## src/rtl/rsbus_frame_generator_pl.sv

```systemverilog
// Ring-master frame generator: emits the short/long superframe schedule, measures the ring
// round-trip phase and re-aligns returning traffic through a tapped delay line.

package rsbus_pkg;

  typedef struct packed {
    logic       valid;
    logic [1:0] len;
    logic [1:0] pp;
    logic [3:0] did;
    logic [3:0] rid;
  } rbus_ctrl_t;

  typedef struct packed {
    logic       frm_used;
    logic       frm_owned;
    logic       frm_priority;
    logic       frm_len;
    logic [7:0] addr;
    logic [3:0] sid;
    logic [3:0] rid;
    logic       mem_rd;
    logic       mem_wr;
  } rbus_hdr_t;

  typedef struct packed {
    rbus_hdr_t   header;
    logic [15:0] data;
  } rbus_word_t;

endpackage

module rsbus_frame_generator_pl
  import rsbus_pkg::*;
#(
  parameter int unsigned SHORT_LEN = 2,
  parameter int unsigned LONG_LEN  = 9,
  parameter int unsigned DEPTH     = 16,
  parameter int unsigned PRIME_SF  = 2,
  parameter int unsigned TIMEOUT   = 1024,
  parameter int unsigned ERR_LIMIT = 3,
  localparam int unsigned P  = SHORT_LEN + LONG_LEN,
  localparam int unsigned PW = (P > 1) ? $clog2(P) : 1
) (
  input  logic          clk,
  input  logic          rst_n,
  input  logic          i_sof,
  input  rbus_ctrl_t    i_ctrl,
  input  rbus_word_t    i_bus,
  output logic          o_sof,
  output rbus_ctrl_t    o_ctrl,
  output rbus_word_t    o_bus,
  output logic          o_lock,
  output logic [PW-1:0] o_phase,
  output logic          o_timeout
);

  localparam int unsigned DW = (DEPTH > 1) ? $clog2(DEPTH) : 1;
  localparam int unsigned SW = (PRIME_SF > 1) ? $clog2(PRIME_SF) : 1;
  localparam int unsigned TW = $clog2(TIMEOUT + 1);
  localparam int unsigned EW = $clog2(ERR_LIMIT + 1);

  localparam logic [PW-1:0] ShortPh = PW'(SHORT_LEN);
  localparam logic [PW-1:0] LongPh  = PW'(LONG_LEN);
  localparam logic [PW-1:0] LastPh  = PW'(P - 1);

  typedef enum logic [1:0] {StPrime, StMeasure, StLocked} state_e;

  typedef struct packed {
    rbus_ctrl_t ctrl;
    rbus_word_t bus;
  } entry_t;

  function automatic logic [PW-1:0] add_mod(input logic [PW-1:0] a, input logic [PW-1:0] b);
    logic [PW:0] s;
    s = {1'b0, a} + {1'b0, b};
    if (s >= (PW+1)'(P)) s = s - (PW+1)'(P);
    return s[PW-1:0];
  endfunction

  function automatic logic [PW-1:0] tap_of(input logic [PW-1:0] pe);
    logic [PW:0] t;
    t = (PW+1)'(P) - {1'b0, pe};
    return (pe == '0) ? '0 : t[PW-1:0];
  endfunction

  state_e        state_q, state_d;
  logic [PW-1:0] ph_q, ph_d;
  logic [SW-1:0] sf_q, sf_d;
  logic [TW-1:0] tmo_q, tmo_d;
  logic [EW-1:0] err_q, err_d;
  logic [EW:0]   err_inc;
  logic          lock_q, lock_d;
  logic [PW-1:0] phase_q, phase_d;
  logic [PW-1:0] tap_q, tap_d;
  logic          timeout_q, timeout_d;
  logic          sof_q;
  logic          sof_loc, long_loc;
  logic [PW-1:0] pe, exp_long;
  logic          sof_match;

  entry_t        dl_q [DEPTH];
  entry_t        ent;
  logic [DW-1:0] tap_idx;

  rbus_ctrl_t    ctrl_d, ctrl_dp_q;
  rbus_word_t    bus_d, bus_dp_q;
  logic          valid_q, used_q, owned_q, prio_q, len_q;

  assign ph_d     = (ph_q == LastPh) ? '0 : ph_q + 1'b1;
  assign sof_loc  = (ph_q == '0) || (ph_q == ShortPh);
  assign long_loc = (ph_q == ShortPh);

  // A long-frame sof returns SHORT_LEN after the short one, so fold it back onto the short phase.
  assign pe        = i_bus.header.frm_len ? add_mod(ph_q, LongPh) : ph_q;
  assign exp_long  = add_mod(phase_q, ShortPh);
  assign sof_match = i_bus.header.frm_len ? (ph_q == exp_long) : (ph_q == phase_q);
  assign err_inc   = {1'b0, err_q} + 1'b1;

  always_comb begin
    state_d   = state_q;
    sf_d      = sf_q;
    tmo_d     = tmo_q;
    err_d     = err_q;
    lock_d    = lock_q;
    phase_d   = phase_q;
    tap_d     = tap_q;
    timeout_d = 1'b0;
    unique case (state_q)
      StPrime: begin
        lock_d = 1'b0;
        if (ph_q == LastPh) begin
          if (sf_q == SW'(PRIME_SF - 1)) begin
            sf_d    = '0;
            tmo_d   = '0;
            state_d = StMeasure;
          end else begin
            sf_d = sf_q + 1'b1;
          end
        end
      end
      StMeasure: begin
        if (i_sof) begin
          phase_d = pe;
          tap_d   = tap_of(pe);
          err_d   = '0;
          lock_d  = 1'b1;
          state_d = StLocked;
        end else if (tmo_q >= TW'(TIMEOUT - 1)) begin
          timeout_d = 1'b1;
          sf_d      = '0;
          state_d   = StPrime;
        end else begin
          tmo_d = (tmo_q == TW'(TIMEOUT)) ? tmo_q : tmo_q + 1'b1;
        end
      end
      StLocked: begin
        if (i_sof) begin
          if (sof_match) begin
            err_d = '0;
          end else begin
            err_d = err_inc[EW-1:0];
            if (err_inc == (EW+1)'(ERR_LIMIT)) begin
              lock_d  = 1'b0;
              sf_d    = '0;
              state_d = StPrime;
            end
          end
        end
      end
      default: state_d = StPrime;
    endcase
  end

  always_ff @(posedge clk or negedge rst_n) begin
    if (!rst_n) begin
      state_q   <= StPrime;
      ph_q      <= '0;
      sf_q      <= '0;
      tmo_q     <= '0;
      err_q     <= '0;
      lock_q    <= 1'b0;
      phase_q   <= '0;
      tap_q     <= '0;
      timeout_q <= 1'b0;
      sof_q     <= 1'b0;
    end else begin
      state_q   <= state_d;
      ph_q      <= ph_d;
      sf_q      <= sf_d;
      tmo_q     <= tmo_d;
      err_q     <= err_d;
      lock_q    <= lock_d;
      phase_q   <= phase_d;
      tap_q     <= tap_d;
      timeout_q <= timeout_d;
      sof_q     <= sof_loc;
    end
  end

  // Delay line carries no reset; its contents are masked until lock.
  always_ff @(posedge clk) begin
    dl_q[0] <= {i_ctrl, i_bus};
    for (int k = 1; k < DEPTH; k++) dl_q[k] <= dl_q[k-1];
  end

  assign tap_idx = DW'(tap_q);
  assign ent     = dl_q[tap_idx];

  always_comb begin
    ctrl_d = ent.ctrl;
    bus_d  = ent.bus;
    if (!lock_q) begin
      ctrl_d.valid               = 1'b0;
      bus_d.header.frm_used      = 1'b0;
      bus_d.header.frm_owned     = 1'b0;
      bus_d.header.frm_priority  = 1'b0;
      bus_d.header.frm_len       = 1'b0;
    end
    if (sof_loc) bus_d.header.frm_len = long_loc;
  end

  always_ff @(posedge clk) begin
    ctrl_dp_q <= ctrl_d;
    bus_dp_q  <= bus_d;
  end

  always_ff @(posedge clk or negedge rst_n) begin
    if (!rst_n) begin
      valid_q <= 1'b0;
      used_q  <= 1'b0;
      owned_q <= 1'b0;
      prio_q  <= 1'b0;
      len_q   <= 1'b0;
    end else begin
      valid_q <= ctrl_d.valid;
      used_q  <= bus_d.header.frm_used;
      owned_q <= bus_d.header.frm_owned;
      prio_q  <= bus_d.header.frm_priority;
      len_q   <= bus_d.header.frm_len;
    end
  end

  always_comb begin
    o_ctrl                     = ctrl_dp_q;
    o_ctrl.valid               = valid_q;
    o_bus                      = bus_dp_q;
    o_bus.header.frm_used      = used_q;
    o_bus.header.frm_owned     = owned_q;
    o_bus.header.frm_priority  = prio_q;
    o_bus.header.frm_len       = len_q;
  end

  assign o_sof     = sof_q;
  assign o_lock    = lock_q;
  assign o_phase   = phase_q;
  assign o_timeout = timeout_q;

endmodule

```

## config.mk

```make
export PLATFORM = sky130hd
export DESIGN_NAME = rsbus_frame_generator_pl
export DESIGN_NICKNAME = d
export VERILOG_FILES = /design/src/rtl/rsbus_frame_generator_pl.sv
export SDC_FILE = /design/constraint.sdc
export NUM_CORES = 1
export LEC_CHECK = 0
export BUFFER_PORTS_ARGS = -buffer_cell sky130_fd_sc_hd__buf_2
export CAP_MARGIN = 10
export CORE_MARGIN = 4
export CORE_UTILIZATION = 25
export DETAILED_ROUTE_END_ITERATION = 7
export SLEW_MARGIN = 10
export SYNTH_ARGS = -nofsm -noshare
export SYNTH_HDL_FRONTEND = slang
export SYNTH_SLANG_ARGS = --single-unit
```

## constraint.sdc

```tcl
create_clock -name clk -period 2.45 [get_ports clk]
set_input_delay 0.3675 -clock clk [delete_from_list [all_inputs] [get_ports clk]]
set_output_delay 0.3675 -clock clk [all_outputs]
set_load 0.05 [all_outputs]
```

==> results of run 1 <==
[cell families (layout without fill, tap and decap cells)]
| logic type | Yosys count | in the layout | synth area share, % |
|---|---|---|---|
| AOI/OAI and AO/OA | 52 | 52 | 1.45 |
| DFF | 898 | 898 | 71.1 |
| and+or+nand+nor | 92 | 92 | 1.91 |
| xor gates and xnor gates | 18 | 18 | 0.618 |
| adders and majority gates | 14 | 14 | 0.686 |
| muxes | 260 | 260 | 22.7 |
| buffers and inverters | 84 | 399 | 1.48 |
[per-layer routing]
metal	part of all wire, %	up-vias
met5	0.075	-
li1	-	5702
met3	5.2	103
met2	47	194
met1	45	6172
met4	2.8	6
[synthesized netlist by cell type (2+ instances only)]
| cell | number | area (µm²) |
|---|---|---|
| and3_1 | 4 | 25.0 |
| o22ai_1 | 2 | 12.5 |
| a21o_1 | 3 | 22.5 |
| a211oi_1 | 2 | 15.0 |
| nor2_1 | 15 | 56.3 |
| and4_1 | 2 | 17.5 |
| buf_1 | 3 | 11.3 |
| nor3b_1 | 3 | 22.5 |
| nor2b_1 | 3 | 18.8 |
| xnor2_1 | 8 | 70.1 |
| nand2_1 | 25 | 93.8 |
| a21boi_0 | 3 | 22.5 |
| or3_1 | 2 | 12.5 |
| o21ai_0 | 20 | 100 |
| mux2_2 | 2 | 22.5 |
| o21bai_1 | 3 | 22.5 |
| nand4_1 | 4 | 25.0 |
| buf_2 | 22 | 110 |
| dfxtp_1 | 862 | 17300 |
| nor3_1 | 3 | 15.0 |
| ha_1 | 14 | 175 |
| nand3b_1 | 2 | 15.0 |
| clkbuf_1 | 38 | 143 |
| nand3_1 | 10 | 50.1 |
| a21oi_1 | 4 | 20.0 |
| buf_4 | 7 | 52.6 |
| or4_1 | 2 | 15.0 |
| inv_1 | 13 | 48.8 |
| xor2_1 | 10 | 87.6 |
| o211ai_1 | 2 | 15.0 |
| mux4_2 | 255 | 5740 |
| dfrtp_1 | 36 | 901 |
| o21a_1 | 2 | 15.0 |
| mux2i_1 | 2 | 20.0 |
| and2_1 | 9 | 56.3 |
[layout make-up]
class | count | share of cell area, %
Timing Repair Buffer | 219 | 5.49
Clock buffer | 136 | 8.53
Sequential cell | 898 | 57.0
Clock inverter | 31 | 1.31
Multi-Input combinational cell | 436 | 22.2
Tap cell | 1357 | 5.33
Inverter | 13 | 0.169
[per-stage QoR]
step	cells	area, µm²	utilization, %	setup WS [ns]	total power [W]
floorplan	1418	25600	-	-0.00266	0.0246
global placement	2865	28100	27.9	-0.0171	0.0274
detailed placement	2865	28100	27.9	-0.0542	0.0276
CTS	3087	31800	31.6	0.0107	0.0420
global route	3090	31900	31.6	-0.130	0.0432
finish	3090	31900	31.6	0.0262	0.0412
[timing repair]
action / CTS / global route
hold endpoints to repair: 88 / 0
gates resized for setup: 3 / 11
endpoints found under the setup margin: 4 / 10
buffers inserted: 2 / 3
hold buffers: 53 / 0
pin swaps: 2 / 4
[registers in the layout, summed over array words and instances (netlist names)]
name / cells
prio_q: 1
o_phase: 4
o_ctrl: 12
err_q: 2
valid_q: 1
o_bus: 34
ph_q: 4
used_q: 1
owned_q: 1
state_q: 2
len_q: 1
o_timeout: 1
tmo_q: 11
o_sof: 1
dl_q: 816
sf_q: 1
o_lock: 1
tap_idx: 4
[worst register-to-register path, stage by stage (launching register included)]
cell and delay, ns:
dfrtp_2 0.44, inv_4 0.08, ha_4 0.20, nor2b_4 0.12
or3_4 0.33, a21oi_2 0.15, nor3_2 0.05, o21ai_1 0.14
xor2_1 0.24, ha_2 0.24, a21boi_0 0.08, mux2_2 0.27
[power by group]
group | leakage, nW | total [W] | internal, W | switching [W]
registers | 7.74 | 0.0168 | 0.0159 | 0.000820
clock network | 1.53 | 0.0141 | 0.00839 | 0.00567
logic | 3.07 | 0.0104 | 0.00528 | 0.00514
total | 12.3 | 0.0412 | 0.0296 | 0.0116
[path summary, 6_finish.rpt]
path | end | depth (start not counted)
max | tap_idx[0] | 11
min | dl_q[15][17] | 0
max reg2reg | tap_idx[0] | 11
min reg2reg | dl_q[15][17] | 0
max in group asynchronous | tap_idx[2] | 2
min in group asynchronous | o_timeout | 2
==> impl_metrics.yaml, run 1 <==
synth:
  async_flop_share_pct: 4.01
  ys_seq_area_share_pct: 71.1
  synth_edf_count: 0
  syn-num-nets: 1486
  yosys_warnings: 0
  avgSynthCellArea_um2: 18.0
  synth_area_mm2: 0.0255
  synth_cell_types: 56
  netlist_instances: 1418
  ys.flop_type: "dfxtp_1"
  ys_ff_latch: 898
flow_run:
  timing.max_cap.violations: 0
timing:
  whs_ns: 0.337
  clock_skew_ns: 0.0280
  max_freq_mhz: 413
  tightestPinTransition_ns: 0.823
  fin_setup_tns_ns: 0
  maxSlewViolCount: 0
  rsz0062_at_grt: "yes"
  slew_headroom_pct: 45.1
  hold_viol: 0
  post-route-period-util_pct: 98.9
  period_minus_slack_ns: 2.42
  setup_viol: 0
cts:
  cts_tree: "done"
  htreeDepth: 3
  cts_buffers: 92
  clockBufferDepth: 3
  clk_latency_ns: 0.64
  root_buffer: "clkbuf_16"
  cts_sinks: 898
  clk_pin_slew_ns: 0.06
cells_and_area:
  syn_to_final_growth_pct: 24.9
  multi_input_area_mm2: 0.00706
  n_fill_cell: 9707
  regArea_mm2: 0.0182
  drive_above_1_share_pct: 34.6
  most-common-layout-cells: "dfxtp_1 (862), mux4_2 (255), buf_2 (111)"
  final_nets: 1728
  diodes: 0
  final_common_cell: "dfxtp_1"
global_routing:
  antenna_found_initial: 4
  grt_usage_pct: 8.67
  use_met3_pct: 2.70
  grt_use_met2_pct: 13.8
  grt_start_max_net_pins: 45
  grt_pass1_wl_mm: 75.4
  grt_pass1_vias: 13813
  grt_overflow: 0
  busiest_layer: "met2"
  grt_use_met1_pct: 11.1
worst_setup_path:
  r2r-start: "ph_q[0]"
  crit_buf_inv: 1
  startpoint_type: "flop"
  slowest_stage: "dfrtp_2"
  critical_path.max_stage_delay_ns: 0.44
  worstPathRequired_ns: 2.98
  r2r_slack_ns: 0.03
  arrival_ns: 2.95
  crit_family: "simple AND/OR/NAND/NOR gates"
  worst-setup-path-type: "flop to flop"
  crit_start: "ph_q[0]"
  worstSetupEndpointType: "flop"
  path_cells: "inv_4 > ha_4 > nor2b_4 > or3_4 > a21oi_2 > nor3_2 > o21ai_1 > xor2_1 > ha_2 > a21boi_0 > mux2_2"
  path_max_fanout: 3
routing:
  vias_per_cell: 3.94
  drc_errors: 0
  wl_per_cell_um: 14.7
  firstDrtPassIters: 6
  ant_nets: 0
  drt_wl_total_mm: 45.3
  drt_iter0_markers: 567
  via_count: 12177
worst_hold_path:
  hold_path_class: "flop to flop"
  hold_start: "dl_q[14][17]"
placement:
  dpl.hpwl_mm: 27.6
  port_buffers: 111
  place.gp.congestion: 0.764
pwr:
  ir_worst_vdd_uv: 709
  p_leak_nw: 12.3
  powerDensity_mw_per_mm2: 1290
die:
  io_pins: 112
  start_util_pct: 25.3
  die_w_um: 328
  rows: 116
  die_area_mm2: 0.107
  die_height_um: 328
  core_mm2: 0.101
status:
  status: "completed"
No activity file was read; power rests on OpenSTA's default activity.
==> run 2: changes to the inputs <==
--- a/config.mk
+++ b/config.mk
@@ -8,8 +8,9 @@
 export BUFFER_PORTS_ARGS = -buffer_cell sky130_fd_sc_hd__buf_2
 export CAP_MARGIN = 10
 export CORE_MARGIN = 4
-export CORE_UTILIZATION = 25
+export CORE_UTILIZATION = 52
 export DETAILED_ROUTE_END_ITERATION = 7
+export PLACE_DENSITY = 0.72
 export SLEW_MARGIN = 10
 export SYNTH_ARGS = -nofsm -noshare
 export SYNTH_HDL_FRONTEND = slang
==> run 2 against run 1 <==
Against the previous run: the flow now finishes with violations (setup timing); critical path depth is the same; clock-buffer cell count shrank 9; worst hold slack got worse by 0.20 ns; non-clock buffer count is 1 higher; register-to-register slack got worse by 0.06 ns; combinational power about the same; first-iteration DRC count increased by 7.1%; clock skew decreased by 0.0099 ns; sequential power is essentially flat; critical path type unchanged; largest power group unchanged.
==> impl_metrics.yaml, run 2 (synthesis gave the netlist of run 1 again) <==
status:
  status: "complete, but fails checks"
  violations: "setup timing"
timing:
  maxSlewViolCount: 0
  hold_viol: 0
  post-route-period-util_pct: 101
  fin_ws_ns: -0.0365
  max_freq_mhz: 402
  clock_skew_ns: 0.0182
  tightestPinTransition_ns: 0.818
  rsz0062_at_grt: "yes"
  period_minus_slack_ns: 2.49
  whs_ns: 0.133
  slew_headroom_pct: 45.5
  setup_viol: 4
  fin_setup_tns_ns: -0.108
die:
  start_util_pct: 53.0
  die_height_um: 230
  io_pins: 112
  die_w_um: 230
  die_area_mm2: 0.0527
  core_mm2: 0.0481
  rows: 80
worst_setup_path:
  worstPathRequired_ns: 2.94
  worstSetupEndpointType: "flop"
  slowest_stage: "dfrtp_2"
  path_max_fanout: 4
  r2r_slack_ns: -0.04
  path_cells: "inv_4 > ha_4 > nor2b_4 > or3_4 > a21oi_2 > nor3_2 > o21ai_1 > xor2_1 > ha_2 > a21boi_1 > mux2_4"
  critical_path.max_stage_delay_ns: 0.44
  startpoint_type: "flop"
  arrival_ns: 2.97
  r2r.worst_path.cells: 11
  worst-setup-path-type: "flop to flop"
cells_and_area:
  syn_to_final_growth_pct: 20.2
  largest_reg_flops: 816
  drive_above_1_share_pct: 34.5
  final_nets: 1723
  utilization_pct: 63.7
  most-common-layout-cells: "dfxtp_1 (862), mux4_2 (255), buf_2 (111)"
  largest_register: "dl_q"
  final_common_cell: "dfxtp_1"
worst_hold_path:
  hold_depth: 3
  hold_path_class: "primary input to flop"
global_routing:
  grt_usage_pct: 16.5
  grt_pass1_vias: 13482
  antenna_found_initial: 2
  grt_pass1_wl_mm: 71.6
  grt_start_max_net_pins: 37
  grt_overflow: 0
routing:
  wl_met3_mm: 1.76
  firstDrtPassIters: 4
  wl_per_cell_um: 17.7
  dr.max_layer_used: "met5"
  vias_per_cell: 5.10
  drt_wl_total_mm: 42.1
  ant_nets: 0
  drc_errors: 0
  wl_met1_mm: 19.8
  via_count: 12121
  met2WireLength_mm: 19.8
  drt_iter0_markers: 607
cts:
  cts_sinks: 898
  root_buffer: "clkbuf_16"
  clk_pin_slew_ns: 0.06
  clockBufferDepth: 3
  cts_buffers: 86
  cts_tree: "done"
  clk_latency_ns: 0.60
  htreeDepth: 3
flow_run:
  timing.max_cap.violations: 0
placement:
  place.gp.congestion: 0.826
  port_buffers: 111
  dpl.hpwl_mm: 24.9
  place_ws_ns: -0.0571
pwr:
  p_leak_nw: 12.2
  ir_worst_vdd_uv: 835
  powerDensity_mw_per_mm2: 1300
==> run 2: cell type report <==
cell class	instances	area (µm²)
diodes	1	2.50
clock buffers	127	2560
clock inverters	26	270
fillers	3369	17500
inverters	13	53.8
multi-input cells	436	7080
flip-flops and latches	898	18200
well taps	656	821
repair buffers	220	1710
==> run 2: final timing paths <==
| path | from | to |
|---|---|---|
| max in group asynchronous | rst_n | tap_idx[2] |
| min | i_sof | err_q[0] |
| max reg2reg | ph_q[0] | tap_idx[1] |
| min reg2reg | dl_q[6][12] | dl_q[7][12] |
| min in group asynchronous | rst_n | o_sof |
| max | ph_q[0] | tap_idx[1] |
==> run 2: through the flow <==
stage / std cells / power (W) / area (µm²)
2_1_floorplan: 1418 / 0.0246 / 25600
3_3_place_gp: 2162 / 0.0272 / 27200
3_5_place_dp: 2162 / 0.0273 / 27200
4_1_cts: 2371 / 0.0404 / 30600
5_1_grt: 2376 / 0.0418 / 30700
6_report: 2377 / 0.0399 / 30700
==> run 2: critical path, delay by kind of cell, from the launching register on <==
kind	cells	cell delay, ns
simple gates	3	0.53
mux	1	0.27
buf+inv	1	0.09
flops	1	0.44
compound gates	3	0.38
xor+xnor	1	0.21
fa+ha+maj	2	0.45
==> run 2: what timing repair did <==
action / CTS / global route
pin swaps: 3 / 6
hold endpoints to repair: 87 / 0
setup buffers: 4 / 5
gates cloned: 0 / 0
setup endpoints to repair: 4 / 10
resized for setup: 6 / 19
hold buffers: 52 / 0
==> run 2: power by group <==
part           internal [W]  total, W  switching, W
logic               0.00518    0.0102       0.00504
registers            0.0159    0.0167      0.000794
clock network       0.00767    0.0129       0.00527
total                0.0288    0.0399        0.0111
==> run 2: layer usage <==
layer	GRT usage, %	up-vias
met2	26.1	204
li1	-	5684
met5	0	-
met1	23.0	6153
met3	4.08	78
met4	4.89	2
